File: src/rtl/btn_event.sv
// btn_event: per-button press/release/long/auto-repeat events plus two-button combo detection
module btn_event #(
   parameter int LONG_TICKS   = 500,
   parameter int REPEAT_TICKS = 100
) (
   input  logic       clk,
   input  logic       rst,
   input  logic       tick,
   input  logic [1:0] btn,
   output logic [1:0] press_pulse,
   output logic [1:0] release_pulse,
   output logic [1:0] long_pulse,
   output logic [1:0] repeat_pulse,
   output logic [1:0] held,
   output logic       combo_pulse
);
   typedef enum logic [1:0] {IDLE, HOLD, RPT} state_t;
   localparam logic [15:0] LONG_MAX = 16'(LONG_TICKS);
   localparam logic [15:0] REP_MAX  = 16'(REPEAT_TICKS);
   state_t      state [2];
   state_t      state_n [2];
   logic [15:0] cnt [2];
   logic [15:0] cnt_n [2];
   logic [1:0]  btn_q, pe, re, press_n, release_n, long_n, repeat_n;
   logic        lock, lock_n, combo_n, mute;
   assign pe      = btn & ~btn_q;
   assign re      = ~btn & btn_q;
   assign combo_n = &btn & |pe;
   // a combo detected this cycle already mutes long/repeat, before the lock register catches up
   assign mute    = lock | combo_n;
   assign lock_n  = ~|btn ? 1'b0 : (lock | combo_n);
   assign held    = {state[1] != IDLE, state[0] != IDLE};
   // per-button hold FSM: next state, counter and event pulses; a release beats a coincident terminal tick
   always_comb begin
      for (int i = 0; i < 2; i++) begin
         state_n[i]   = state[i];
         cnt_n[i]     = cnt[i];
         press_n[i]   = 1'b0;
         release_n[i] = 1'b0;
         long_n[i]    = 1'b0;
         repeat_n[i]  = 1'b0;
         if (state[i] == IDLE) begin
            if (pe[i]) begin
               state_n[i] = HOLD;
               cnt_n[i]   = '0;
               press_n[i] = 1'b1;
            end
         end else if (re[i]) begin
            state_n[i]   = IDLE;
            cnt_n[i]     = '0;
            release_n[i] = 1'b1;
         end else if (tick) begin
            if (cnt[i] + 16'd1 == ((state[i] == HOLD) ? LONG_MAX : REP_MAX)) begin
               state_n[i]  = RPT;
               cnt_n[i]    = '0;
               long_n[i]   = (state[i] == HOLD) & ~mute;
               repeat_n[i] = (state[i] == RPT) & ~mute;
            end else begin
               cnt_n[i] = cnt[i] + 16'd1;
            end
         end
      end
   end
   // state, counters, edge history, combo lock and registered pulse outputs
   always_ff @(posedge clk) begin
      if (rst) begin
         btn_q         <= '0;
         lock          <= 1'b0;
         press_pulse   <= '0;
         release_pulse <= '0;
         long_pulse    <= '0;
         repeat_pulse  <= '0;
         combo_pulse   <= 1'b0;
         for (int i = 0; i < 2; i++) begin
            state[i] <= IDLE;
            cnt[i]   <= '0;
         end
      end else begin
         btn_q         <= btn;
         lock          <= lock_n;
         press_pulse   <= press_n;
         release_pulse <= release_n;
         long_pulse    <= long_n;
         repeat_pulse  <= repeat_n;
         combo_pulse   <= combo_n;
         for (int i = 0; i < 2; i++) begin
            state[i] <= state_n[i];
            cnt[i]   <= cnt_n[i];
         end
      end
   end
endmodule

File: config.mk
export PLATFORM = sky130hd
export DESIGN_NAME = btn_event
export DESIGN_NICKNAME = d
export VERILOG_FILES = /design/src/rtl/btn_event.sv
export SDC_FILE = /design/constraint.sdc
export NUM_CORES = 1
export LEC_CHECK = 0
export BUFFER_PORTS_ARGS = -buffer_cell sky130_fd_sc_hd__clkbuf_2
export CAP_MARGIN = 20
export CORE_ASPECT_RATIO = 1.25
export CORE_MARGIN = 8
export CORE_UTILIZATION = 27
export DETAILED_ROUTE_END_ITERATION = 8
export PLACE_DENSITY = 0.41
export SLEW_MARGIN = 20
export SYNTH_ARGS = -nofsm -noshare
export SYNTH_HDL_FRONTEND = slang
export SYNTH_SLANG_ARGS = --single-unit
File: constraint.sdc
create_clock -name clk -period 3.4 [get_ports clk]
set_input_delay 0.34 -clock clk [delete_from_list [all_inputs] [get_ports clk]]
set_output_delay 0.34 -clock clk [all_outputs]
set_load 0.01 [all_outputs]
==> metrics.cfg, run 1 <==
[clocking]
cts.clk_slew.worst_paths_ps = 70
clk_latency_ps = 290
cts_tree = done
post_cts_buffers = 0
cts-buffers-inserted = 5
cts.repair.resized = 0
cts-hold-fix-buffers = 0
clock-sinks = 48
cts_max_level = 2
clock_path_buffers = 2
cts-root-buf = clkbuf_16

[route]
wl_mm = 7.13
first_pass_iters = 4
wire_per_inst_um = 14.9
route.detailed.drc = 0
vias = 2467
avgViaCountPerCell = 5.15
ant_nets = 0
drt-initial-drc-count = 82

[outcome]
status = complete, no violations

[synthesis]
ys_types = 51
syn-cell-area_um2 = 2640
synthFlopType = dfxtp_1
ys_warn_count = 0
synth_fp_nets = 348
ys_ff_latch = 48
postSynthAreaPerCell_um2 = 7.74
async_flop_share_pct = 0
seq_area_frac_synth_pct = 36.4
synth_edf_count = 0
syn_inst = 341

[worst_hold_path]
worstHoldPathType = input port to register

[worst_setup_path]
crit_fanout = 9
crit_chain = ha_1 > nand4_1 > nor4_1 > xor2_1 > nor4_1 > a211oi_2 > buf_4 > a21o_1 > a21bo_2
criticalPathCategory = register to register
arrival_ps = 3110
crit_path_max_incr_delay_ps = 510
path_common_cell = nor4_1
end_kind = register
cp_slowest_cell = nor4_1
cp.required_ps = 3580
critPathLaunchType = register

[global_routing]
track_usage_pct = 11.2
grt_max_degree = 21
grt_pass1_wl_mm = 12.3
grt.overflow.total = 0
grt_antenna_before_repair = 0
grt_pass1_vias = 2451

[timing]
slew_headroom_pct = 44.9
period_share_pct = 86.3
fin_ws_ps = 466
hold_ws_ps = 358
setup_violations = 0
clock_skew_ps = 8.01
fin_crit_ps = 2930
rsz0062_at_grt = false
fmax_mhz = 341
setup-tns-final_ps = 0
worstMarginPinSlew_ps = 823
hold_viol = 0
drv_slew = 0

[power]
internal_power_uw = 939
power_density_nw_per_um2 = 437
vdd_drop_max_mv = 0.219
p_leak_uw = 0.00104
switchingPower_uw = 370
combinationalPowerShare_pct = 15.8
total_power_uw = 1310
clock_power_share_pct = 38.8
swShare_pct = 28.3
seqPwrFrac_pct = 45.3

[placement]
port_buffers = 15
dp_slack_ps = 495
gp_congestion = 0.786
dpl.hpwl_mm = 5.38
placed_cells = 472

[finish]
drive_above_1_share_pct = 11.6
finalNetCount = 360
fin_cells = 479
area_growth_pct = 13.5
final_cell_mix = dfxtp_1, nand3_1, nand2_1
diodes = 0
final_common_cell = dfxtp_1

[floorplan]
start_util_pct = 27.6
coreArea_um2 = 9560
dieArea_um2 = 13200
io_pins = 16
rows = 40
die_h_um = 127
die-width_um = 104

[flow_run]
cap_violations = 0

## synth_stat cells (2+ instances only)
cell       n  area, um^2
and3_1     9        56.3
mux2i_1    3        30.0
nor4_1     5        31.3
a21oi_1   24         120
inv_1     19        71.3
a21o_1     2        15.0
or4_1      3        22.5
nand2b_1   6        37.5
o311ai_0   2        17.5
o31ai_1    5        37.5
buf_2      4        20.0
and2_1     4        25.0
o21ai_0   11        55.1
o21a_1     2        15.0
dfxtp_1   48         961
clkbuf_1  10        37.5
or2_2      4        25.0
a31oi_1    4        25.0
or3b_2     2        17.5
xnor2_1   10        87.6
nor2b_1    4        25.0
xor2_1     2        17.5
nand2_1   28         105
ha_1       2        25.0
nand3_1   29         145
nand4_1   16         100
or3_1     15        93.8
nor3b_1    2        15.0
nor3_1    11        55.1
nor2_1    26        97.6
and4_1     3        26.3
o22ai_1    7        43.8
## metrics by stage
| step | util [%] | area [um^2] |
|---|---|---|
| after CTS | 31.3 | 3000 |
| after global routing | 31.3 | 3000 |
| final | 31.3 | 3000 |
| after global placement | 29.8 | 2850 |
| after floorplan | - | 2640 |
| after detailed placement | 29.8 | 2850 |
## per-layer routing
metal | global-route usage (%) | share of wire [%]
met4 | 3.84 | 1.6
met3 | 1.82 | 1.9
met1 | 12.7 | 45
met5 | 0 | 0
met2 | 20.7 | 52
## logic make-up (layout without fill, tap and decap cells)
logic type	count (synthesis)	after routing	share of synthesized area (%)
DFF	48	48	36.4
and+or+nand+nor	171	171	34.8
adders and majority gates	2	2	0.948
xor gates and xnor gates	12	12	3.98
AOI/OAI and AO/OA	71	71	17.6
buffers and inverters	34	46	5.07
muxes	3	3	1.14
## sequential cells by signal, indices dropped and copies added, names as in the netlist
signal and flops:
lock 1, repeat_pulse 2, long_pulse 2, state 4, combo_pulse 1, btn_q 2, release_pulse 2, cnt 32
press_pulse 2
## layout make-up
| class | count | area (um^2) |
|---|---|---|
| well taps | 126 | 158 |
| inverters | 19 | 71.3 |
| multi-input cells | 259 | 1550 |
| flip-flops and latches | 48 | 961 |
| repair buffers | 20 | 113 |
| fillers | 1032 | 6560 |
| clock buffers | 6 | 139 |
| clock inverters | 1 | 8.76 |
## path summary, 6_finish.rpt
check                           from                       to  slack [ps]  cells after the start
min reg2reg  cnt[0][31]$_SDFFE_PP0P_  cnt[0][31]$_SDFFE_PP0P_         470                      2
max reg2reg  cnt[0][16]$_SDFFE_PP0P_  cnt[0][28]$_SDFFE_PP0P_         470                      9
max          cnt[0][16]$_SDFFE_PP0P_  cnt[0][28]$_SDFFE_PP0P_         470                      9
min                           btn[1]      btn_q[1]$_SDFF_PP0_         360                      3
## worst max-delay path: cells and delay by family (launching register included)
kind | cells | cell delay (ps)
AND/OR/NAND/NOR | 3 | 1200
AO/OA/AOI/OAI | 3 | 610
flip-flops | 1 | 410
adder cells (fa/ha/maj) | 1 | 240
buffers and inverters | 1 | 230
XOR/XNOR | 1 | 130
## power by group through the flow
stage,Combinational [uW],Sequential (uW),Clock (uW)
after floorplan,144,604,0
after global placement,212,606,0
after detailed placement,210,606,0
after CTS,210,593,522
after global routing,236,596,552
final,208,593,509
No activity file was read; power rests on OpenSTA's default activity.
==> inputs of run 2 (changes only) <==
--- a/config.mk
+++ b/config.mk
@@ -6,8 +6,8 @@
 export NUM_CORES = 1
 export LEC_CHECK = 0
 export BUFFER_PORTS_ARGS = -buffer_cell sky130_fd_sc_hd__clkbuf_2
-export CAP_MARGIN = 20
-export CORE_ASPECT_RATIO = 1.25
+export CAP_MARGIN = 10
+export CORE_ASPECT_RATIO = 0.9
 export CORE_MARGIN = 8
 export CORE_UTILIZATION = 27
 export DETAILED_ROUTE_END_ITERATION = 8
==> metrics.cfg, run 2 (synthesized netlist as in run 1, its figures left out) <==
[worst_setup_path]
cp.required_ps = 3600
arrival_ps = 3040
critPathLaunchType = register
crit_fanout = 11
end_kind = register
criticalPathCategory = register to register

[global_routing]
grt_antenna_before_repair = 0
grt_pass1_vias = 2207
grt.overflow.total = 0
track_usage_pct = 10.9
grt_max_degree = 16
grt_pass1_wl_mm = 11.5

[clocking]
cts.repair.resized = 0
cts.clk_slew.worst_paths_ps = 100
cts_max_level = 2
cts_tree = done
post_cts_buffers = 0
cts-buffers-inserted = 5
clk_latency_ps = 310
clock-sinks = 48
cts-root-buf = clkbuf_8
cts-hold-fix-buffers = 0
clock_path_buffers = 2

[placement]
dp_slack_ps = 645
port_buffers = 15
gp_congestion = 0.782
dpl.hpwl_mm = 5.14

[power]
swShare_pct = 31.1
power_density_nw_per_um2 = 399
internal_power_uw = 806
switchingPower_uw = 363
vdd_drop_max_mv = 0.137
p_leak_uw = 0.00102
clock_power_share_pct = 31.9
seqPwrFrac_pct = 50.7
combinationalPowerShare_pct = 17.4

[timing]
hold_viol = 0
drv_slew = 0
rsz0062_at_grt = false
hold_ws_ps = 305
period_share_pct = 83.5
worstMarginPinSlew_ps = 911
clock_skew_ps = 9.87
fmax_mhz = 352
setup_violations = 0
slew_headroom_pct = 39.0
fin_crit_ps = 2840
setup-tns-final_ps = 0
fin_ws_ps = 562

[route]
first_pass_iters = 4
route.detailed.drc = 0
avgViaCountPerCell = 5.16
wire_per_inst_um = 14.6
ant_nets = 0
vias = 2473
drt-initial-drc-count = 155
wl_mm = 7.00

[outcome]
status = complete, no violations

[floorplan]
die-width_um = 120
die_h_um = 110
io_pins = 16
dieArea_um2 = 13200
coreArea_um2 = 9570
rows = 34
start_util_pct = 27.6

[worst_hold_path]
worstHoldPathType = input port to register

[finish]
diodes = 0
top_register = cnt
top_regs = cnt x32, state x4
final_core_util_pct = 30.6
area_growth_pct = 11.1
drive_above_1_share_pct = 11.6
final_cell_mix = dfxtp_1, nand3_1, nand2_1
largest_register_ff_count = 32
final_common_cell = dfxtp_1
finalNetCount = 359

[flow_run]
cap_violations = 0

run 2: changes by cell type in the layout (fill, tap and decap cells not counted), sizes merged:
cell | previous run | this run
buf | 5 | 4
clkinv | 1 | 2
run 2: power by group through the flow:
stage	clock network, uW	logic (uW)	registers (uW)
global placement	0	208	606
detailed placement	0	206	606
finish	373	204	593
global route	413	232	596
floorplan	0	144	604
CTS	388	207	593
run 2: critical path, cell delays in order, from the launching register on:
cell and delay [ps]:
dfxtp_1 400, ha_1 240, nand4_1 200, nor4_1 480
xor2_1 130, nor4_1 560, a211oi_2 240, buf_4 240
a21oi_1 150, o22ai_1 100
run 2: final timing paths:
path / from / end / slack (ps) / cells past startpoint
max: cnt[0][16]$_SDFFE_PP0P_ / cnt[0][20]$_SDFFE_PP0P_ / 560 / 9
min: rst / cnt[0][31]$_SDFFE_PP0P_ / 300 / 2
max reg2reg: cnt[0][16]$_SDFFE_PP0P_ / cnt[0][20]$_SDFFE_PP0P_ / 560 / 9
min reg2reg: cnt[0][31]$_SDFFE_PP0P_ / cnt[0][31]$_SDFFE_PP0P_ / 480 / 2
run 2: stage by stage:
| step | total power, uW | std cells | area [um^2] |
|---|---|---|---|
| floorplan | 747 | 341 | 2640 |
| global placement | 814 | 471 | 2840 |
| detailed placement | 812 | 471 | 2840 |
| CTS | 1190 | 479 | 2930 |
| global route | 1240 | 479 | 2930 |
| finish | 1170 | 479 | 2930 |
run 2: area by class of cell:
class,count,area [um^2]
clock buffer,6,82.6
clock inverter,2,10.0
fill,1071,6640
inverter,19,71.3
multi-input combinational,259,1550
sequential,48,961
tap,126,158
timing repair buffer,19,105
run 2: per-layer routing:
layer	GRT usage (%)	routed length (um)	part of all wire, %	up-vias
met4	4.01	106	1.5	0
li1	-	-	-	1266
met1	15.6	3710	53	1150
met3	2.26	384	5.5	9
met5	0	0	0	-
met2	15.9	2800	40	48
